[config.mk]
export PLATFORM = sky130hd
export DESIGN_NAME = psram_xfer_sched
export DESIGN_NICKNAME = d
export VERILOG_FILES = /design/src/rtl/psram_xfer_sched_pkg.sv /design/src/rtl/psram_rr_arb2.sv /design/src/rtl/psram_xfer_sched.sv
export SDC_FILE = /design/constraint.sdc
export NUM_CORES = 1
export LEC_CHECK = 0
export ABC_AREA = 1
export BUFFER_PORTS_ARGS = -buffer_cell sky130_fd_sc_hd__buf_4
export CAP_MARGIN = 40
export CORE_AREA = 4 4 110 112
export CTS_CLUSTER_SIZE = 20
export DETAILED_ROUTE_END_ITERATION = 6
export DIE_AREA = 0 0 114 116
export MAX_ROUTING_LAYER = met4
export PLACE_DENSITY_LB_ADDON = 0.25
export SLEW_MARGIN = 20
export SYNTH_ARGS = -nofsm -noshare
export SYNTH_HDL_FRONTEND = slang
export SYNTH_SLANG_ARGS = --single-unit
export TNS_END_PERCENT = 30
[constraint.sdc]
create_clock -name clk_i -period 4.9 [get_ports clk_i]
set_clock_uncertainty 0.2 [all_clocks]
set_input_delay 0.735 -clock clk_i [delete_from_list [all_inputs] [get_ports clk_i]]
set_output_delay 0.735 -clock clk_i [all_outputs]
set_load 0.005 [all_outputs]
[src/rtl/psram_xfer_sched_pkg.sv]
// Shared definitions for the PSRAM transfer scheduler: FSM encodings,
// the global-reset command code, response ids and the latched transfer payload.
package psram_xfer_sched_pkg;

    typedef enum logic [2:0] {
        PSRAM_SCHED_INIT  = 3'd0,
        PSRAM_SCHED_IDLE  = 3'd1,
        PSRAM_SCHED_ISSUE = 3'd2,
        PSRAM_SCHED_WAIT  = 3'd3,
        PSRAM_SCHED_RESP  = 3'd4
    } sched_state_t;

    localparam logic [7:0] PSRAM_GLB_RST_CMD = 8'hFF;

    localparam logic PSRAM_RSP_ID_MEM = 1'b0;
    localparam logic PSRAM_RSP_ID_CMD = 1'b1;

    // Everything the core needs for one transfer, plus who asked for it.
    typedef struct packed {
        logic        rdwr;
        logic        cflg;
        logic [7:0]  ccmd;
        logic [31:0] addr;
        logic [7:0]  data;
        logic        id;
    } xfer_req_t;

endpackage

[src/rtl/psram_rr_arb2.sv]
// Two-way round-robin arbiter between the memory and command requesters.
// The pointer remembers the last winner; a tie goes to the other side.
module psram_rr_arb2
    import psram_xfer_sched_pkg::*;
(
    input  logic clk_i,
    input  logic rst_i,
    input  logic en_i,
    input  logic req_mem_i,
    input  logic req_cmd_i,
    input  logic update_i,
    output logic gnt_mem_o,
    output logic gnt_cmd_o
);

    logic last_id;

    // NOTE: both grants are assigned on every path, so no latch can be inferred.
    always_comb begin
        gnt_cmd_o = en_i && req_cmd_i && (!req_mem_i || (last_id == PSRAM_RSP_ID_MEM));
        gnt_mem_o = en_i && req_mem_i && (!req_cmd_i || (last_id == PSRAM_RSP_ID_CMD));
    end

    always_ff @(posedge clk_i or posedge rst_i) begin
        if (rst_i) begin
            last_id <= PSRAM_RSP_ID_MEM;
        end else if (update_i) begin
            last_id <= gnt_cmd_o ? PSRAM_RSP_ID_CMD : PSRAM_RSP_ID_MEM;
        end
    end

endmodule

[src/rtl/psram_xfer_sched.sv]
// PSRAM transfer scheduler: arbitrates mem/cmd requesters, runs the one-shot
// global-reset command, sequences each core transfer with a timeout and returns a response.
module psram_xfer_sched
    import psram_xfer_sched_pkg::*;
#(
    parameter int TMO_WIDTH   = 16,
    parameter bit INIT_RST_EN = 1'b1
) (
    input  logic                 clk_i,
    input  logic                 rst_i,
    input  logic [TMO_WIDTH-1:0] cfg_tmo_i,
    input  logic                 mem_valid_i,
    output logic                 mem_ready_o,
    input  logic                 mem_rdwr_i,
    input  logic [31:0]          mem_addr_i,
    input  logic [7:0]           mem_wdata_i,
    input  logic                 cmd_valid_i,
    output logic                 cmd_ready_o,
    input  logic                 cmd_rdwr_i,
    input  logic [7:0]           cmd_code_i,
    input  logic [31:0]          cmd_addr_i,
    input  logic [7:0]           cmd_data_i,
    output logic                 rsp_valid_o,
    input  logic                 rsp_ready_i,
    output logic                 rsp_id_o,
    output logic                 rsp_err_o,
    output logic [31:0]          rsp_rdata_o,
    output logic                 xfer_en_o,
    output logic                 xfer_rdwr_o,
    output logic                 xfer_cflg_o,
    output logic [7:0]           xfer_ccmd_o,
    output logic [31:0]          xfer_addr_o,
    output logic [7:0]           xfer_data_o,
    input  logic                 xfer_done_i,
    input  logic [31:0]          xfer_rdata_i,
    output logic                 init_done_o,
    output logic                 busy_o,
    output logic                 tmo_flag_o,
    input  logic                 tmo_clr_i
);

    localparam logic [TMO_WIDTH-1:0] TMO_ONE = TMO_WIDTH'(1);

    sched_state_t         state;
    xfer_req_t            req_q;
    logic [TMO_WIDTH-1:0] timer;
    logic                 arb_en;
    logic                 gnt_mem;
    logic                 gnt_cmd;
    logic                 mem_fire;
    logic                 cmd_fire;
    logic                 tmo_hit;

    assign arb_en   = (state == PSRAM_SCHED_IDLE) && init_done_o;
    assign mem_fire = mem_valid_i && gnt_mem;
    assign cmd_fire = cmd_valid_i && gnt_cmd;

    psram_rr_arb2 u_arb (
        .clk_i     (clk_i),
        .rst_i     (rst_i),
        .en_i      (arb_en),
        .req_mem_i (mem_valid_i),
        .req_cmd_i (cmd_valid_i),
        .update_i  (mem_fire || cmd_fire),
        .gnt_mem_o (gnt_mem),
        .gnt_cmd_o (gnt_cmd)
    );

    assign mem_ready_o = gnt_mem;
    assign cmd_ready_o = gnt_cmd;

    // A timer loaded with 0 saturates there and never reaches 1, disabling expiry.
    assign tmo_hit = (state == PSRAM_SCHED_WAIT) && !xfer_done_i && (timer == TMO_ONE);

    assign busy_o      = (state != PSRAM_SCHED_IDLE);
    assign xfer_rdwr_o = req_q.rdwr;
    assign xfer_cflg_o = req_q.cflg;
    assign xfer_ccmd_o = req_q.ccmd;
    assign xfer_addr_o = req_q.addr;
    assign xfer_data_o = req_q.data;

    // NOTE: all sequential state uses non-blocking assignments so every register
    // samples pre-edge values regardless of statement order.
    always_ff @(posedge clk_i or posedge rst_i) begin
        if (rst_i) begin
            state       <= INIT_RST_EN ? PSRAM_SCHED_INIT : PSRAM_SCHED_IDLE;
            req_q       <= '0;
            timer       <= '0;
            xfer_en_o   <= 1'b0;
            rsp_valid_o <= 1'b0;
            rsp_id_o    <= 1'b0;
            rsp_err_o   <= 1'b0;
            rsp_rdata_o <= '0;
            init_done_o <= !INIT_RST_EN;
        end else begin
            xfer_en_o <= 1'b0;
            case (state)
                PSRAM_SCHED_INIT: begin
                    req_q <= '{rdwr: 1'b0, cflg: 1'b1, ccmd: PSRAM_GLB_RST_CMD,
                               addr: 32'h0, data: 8'h0, id: PSRAM_RSP_ID_CMD};
                    xfer_en_o <= 1'b1;
                    state     <= PSRAM_SCHED_ISSUE;
                end
                PSRAM_SCHED_IDLE: begin
                    if (mem_fire) begin
                        req_q <= '{rdwr: mem_rdwr_i, cflg: 1'b0, ccmd: 8'h0,
                                   addr: mem_addr_i, data: mem_wdata_i, id: PSRAM_RSP_ID_MEM};
                        xfer_en_o <= 1'b1;
                        state     <= PSRAM_SCHED_ISSUE;
                    end else if (cmd_fire) begin
                        req_q <= '{rdwr: cmd_rdwr_i, cflg: 1'b1, ccmd: cmd_code_i,
                                   addr: cmd_addr_i, data: cmd_data_i, id: PSRAM_RSP_ID_CMD};
                        xfer_en_o <= 1'b1;
                        state     <= PSRAM_SCHED_ISSUE;
                    end
                end
                PSRAM_SCHED_ISSUE: begin
                    timer <= cfg_tmo_i;
                    state <= PSRAM_SCHED_WAIT;
                end
                PSRAM_SCHED_WAIT: begin
                    if (xfer_done_i || tmo_hit) begin
                        // The power-up command completes silently; everything else responds.
                        if (init_done_o) begin
                            rsp_valid_o <= 1'b1;
                            rsp_id_o    <= req_q.id;
                            rsp_err_o   <= !xfer_done_i;
                            rsp_rdata_o <= (xfer_done_i && req_q.rdwr) ? xfer_rdata_i : 32'h0;
                            state       <= PSRAM_SCHED_RESP;
                        end else begin
                            init_done_o <= 1'b1;
                            state       <= PSRAM_SCHED_IDLE;
                        end
                    end else if (timer != '0) begin
                        timer <= timer - TMO_ONE;
                    end
                end
                PSRAM_SCHED_RESP: begin
                    if (rsp_ready_i) begin
                        rsp_valid_o <= 1'b0;
                        state       <= PSRAM_SCHED_IDLE;
                    end
                end
                default: state <= PSRAM_SCHED_IDLE;
            endcase
        end
    end

    // Set has priority so a clear landing on the expiry cycle cannot lose the event.
    always_ff @(posedge clk_i or posedge rst_i) begin
        if (rst_i) begin
            tmo_flag_o <= 1'b0;
        end else if (tmo_hit) begin
            tmo_flag_o <= 1'b1;
        end else if (tmo_clr_i) begin
            tmo_flag_o <= 1'b0;
        end
    end

endmodule

==> out/metrics.csv <==
metric,value,unit
cap_viol_max_count,0,
power.internal,2.55,mW
yosys_warnings,0,
p_per_area,555,mW/mm2
coreArea,0.0112,mm2
globalRouteTotalUtil,23.9,%
nFillCells,1005,
peakVddDrop,0.326,mV
power_frac_comb,44.8,%
crit_fanout,46,
syn_inst,682,
cts.htree.levels,3,
die_h,116,um
path_clk_slew,80,ps
route.detailed.drc,0,
timing.final.ws_setup,1920,ps
start_util,46.9,%
cts_buffers,9,
startpoint_type,register,
syn_area,0.00526,mm2
dp_cells,1035,
drt_first_pass_iters,4,
n_antenna_cell,0,
worstSetupPathType,reg -> reg,
die-width,114,um
port_buffers,235,
drtIter0Drc,371,
ctsHoldBuffers,0,
finalNetCount,1052,
worstMarginPinSlew,663,ps
hpwlAfterDp,11200,um
ys_seq_area_share,51.4,%
cts_root_buf,clkbuf_16,
dieArea,0.0132,mm2
min_path_type,in -> async,
final-setup-viol-count,0,
cts_resized,0,
seqPwrFrac,34.7,%
clk_path_buf_depth,2,
place_ws,1670,ps
final_util,66.8,%
io-pin-count,236,
rsz0062_at_grt,false,
cts.sinks,108,
final-hold-violation-count,0,
worstPathRequired,4950,ps
slew_headroom,55.7,%
slew_viol_final,0,
cts_tree,built,
final_cells,1052,
synthToLayoutAreaGrowth,42.6,%
cp.arrival,3030,ps
routabilityCongestion,0.882,
postSynthAreaPerCell,7.71,um2
clk_latency,340,ps
antenna_found_initial,0,
swShare,38.8,%
p_leak,3.90,nW
via_per_inst,4.97,
grt-ovfl-total,0,
max_freq,336,MHz
num_vias,5224,
drive_above_1_share,30.4,%
ys_ff_latch,108,
min_period,2980,ps
row_count,39,
totalWireLength,15200,um
grt_pass1_wl,24400,um
wl_per_cell,14.4,um
grt_pass1_vias,5052,
post-cts-setup-buffers,0,
grt_max_degree,71,
clkPwrFrac,20.5,%
synth_nets,830,
antenna_left,0,
cp-end-kind,register,
switching_power,1.62,mW
ys_types,24,
status,"finished, final reports clean",
min_period_over_period,60.8,%
setup_tns,0,ps
[worst max-delay path: stages (launching register included)]
cell	delay [ps]
dfrtp_1	430
nor2_2	260
nand4_4	520
nand3_2	380
buf_4	480
nand2_1	350
o22ai_1	260
[cells in the mapped netlist (all sizes together)]
master / number / area share [%]
nand2: 194 / 14
dfrtp: 108 / 51
nor2: 86 / 6.3
o21ai: 86 / 8.2
inv: 85 / 6.1
o22ai: 49 / 5.8
buf: 25 / 2.6
nand3: 25 / 2.5
clkbuf: 7 / 0.50
or2: 5 / 0.59
a21oi: 3 / 0.29
ha: 3 / 0.71
nand4: 3 / 0.76
a22oi: 1 / 0.14
nor3: 1 / 0.095
o31ai: 1 / 0.14
[cell type report]
type | instances | area [um2] | share of cell area, %
flip-flops and latches | 108 | 2700 | 36.0
multi-input cells | 457 | 2070 | 27.7
repair buffers | 243 | 1870 | 24.9
inverters | 85 | 322 | 4.29
clock buffers | 10 | 239 | 3.19
well taps | 143 | 179 | 2.38
clock inverters | 6 | 118 | 1.57
[power groups by stage]
stage / Combinational (mW) / Clock, mW / Sequential, mW
2_1_floorplan: 1.14 / 0 / 1.44
3_3_place_gp: 1.82 / 0 / 1.45
3_5_place_dp: 1.87 / 0 / 1.45
4_1_cts: 1.87 / 0.872 / 1.44
5_1_grt: 2.12 / 0.904 / 1.49
6_report: 1.86 / 0.855 / 1.44
[registers in the layout, summed over array words and instances, names as in the netlist]
register / count
rsp_rdata_o: 32
xfer_addr_o: 32
timer: 16
xfer_ccmd_o: 8
xfer_data_o: 8
state: 3
init_done_o: 1
rsp_err_o: 1
rsp_id_o: 1
rsp_valid_o: 1
tmo_flag_o: 1
u_arb.last_id: 1
xfer_cflg_o: 1
xfer_en_o: 1
xfer_rdwr_o: 1
[logic make-up (layout without fill, tap and decap cells)]
kind of cell / after synthesis / count (layout) / synth area share, %
fa+ha+maj: 3 / 3 / 0.714
flops: 108 / 108 / 51.4
compound gates: 140 / 140 / 14.6
simple gates: 314 / 314 / 24.1
buf+inv: 117 / 344 / 9.18
[metrics by stage]
stage / instance area, um2 / hold WS, ps / power, mW
5_1_grt: 7500 / 207 / 4.51
4_1_cts: 7490 / 189 / 4.19
3_5_place_dp: 7130 / 272 / 3.33
2_1_floorplan: 5260 / 249 / 2.58
6_report: 7500 / 182 / 4.16
3_3_place_gp: 7070 / 262 / 3.27
[routing by layer]
| layer | up-vias | wire, um | global-route usage, % |
|---|---|---|---|
| met2 | 180 | 7690 | 40.0 |
| met5 | - | 0 | - |
| met1 | 2396 | 5960 | 28.7 |
| li1 | 2624 | - | - |
| met4 | 0 | 342 | 6.97 |
| met3 | 24 | 1160 | 6.21 |
[placed cells by master, fill, tap and decap left out, types with 5 or more instances in the layout]
| cell type | n |
|---|---|
| nand2_1 | 192 |
| o21ai_1 | 40 |
| o22ai_1 | 49 |
| o21ai_0 | 46 |
| nand3_1 | 24 |
| dfrtp_1 | 108 |
| or2_2 | 5 |
| nor2_1 | 83 |
| buf_4 | 239 |
| clkbuf_16 | 9 |
| inv_1 | 81 |
[final timing paths]
kind	start	end	slack [ps]	cells past startpoint
worst max-delay path	state[1]	xfer_ccmd_o[5]	1920	6
worst min-delay path	rst_i	xfer_addr_o[0]	180	2
worst max register to register	state[1]	xfer_ccmd_o[5]	1920	6
worst min register to register	rsp_err_o	rsp_err_o	290	2
max in group asynchronous	rst_i	xfer_addr_o[8]	3490	3
min in group clk_i	rsp_err_o	rsp_err_o	290	2
No activity file was read; power rests on OpenSTA's default activity.
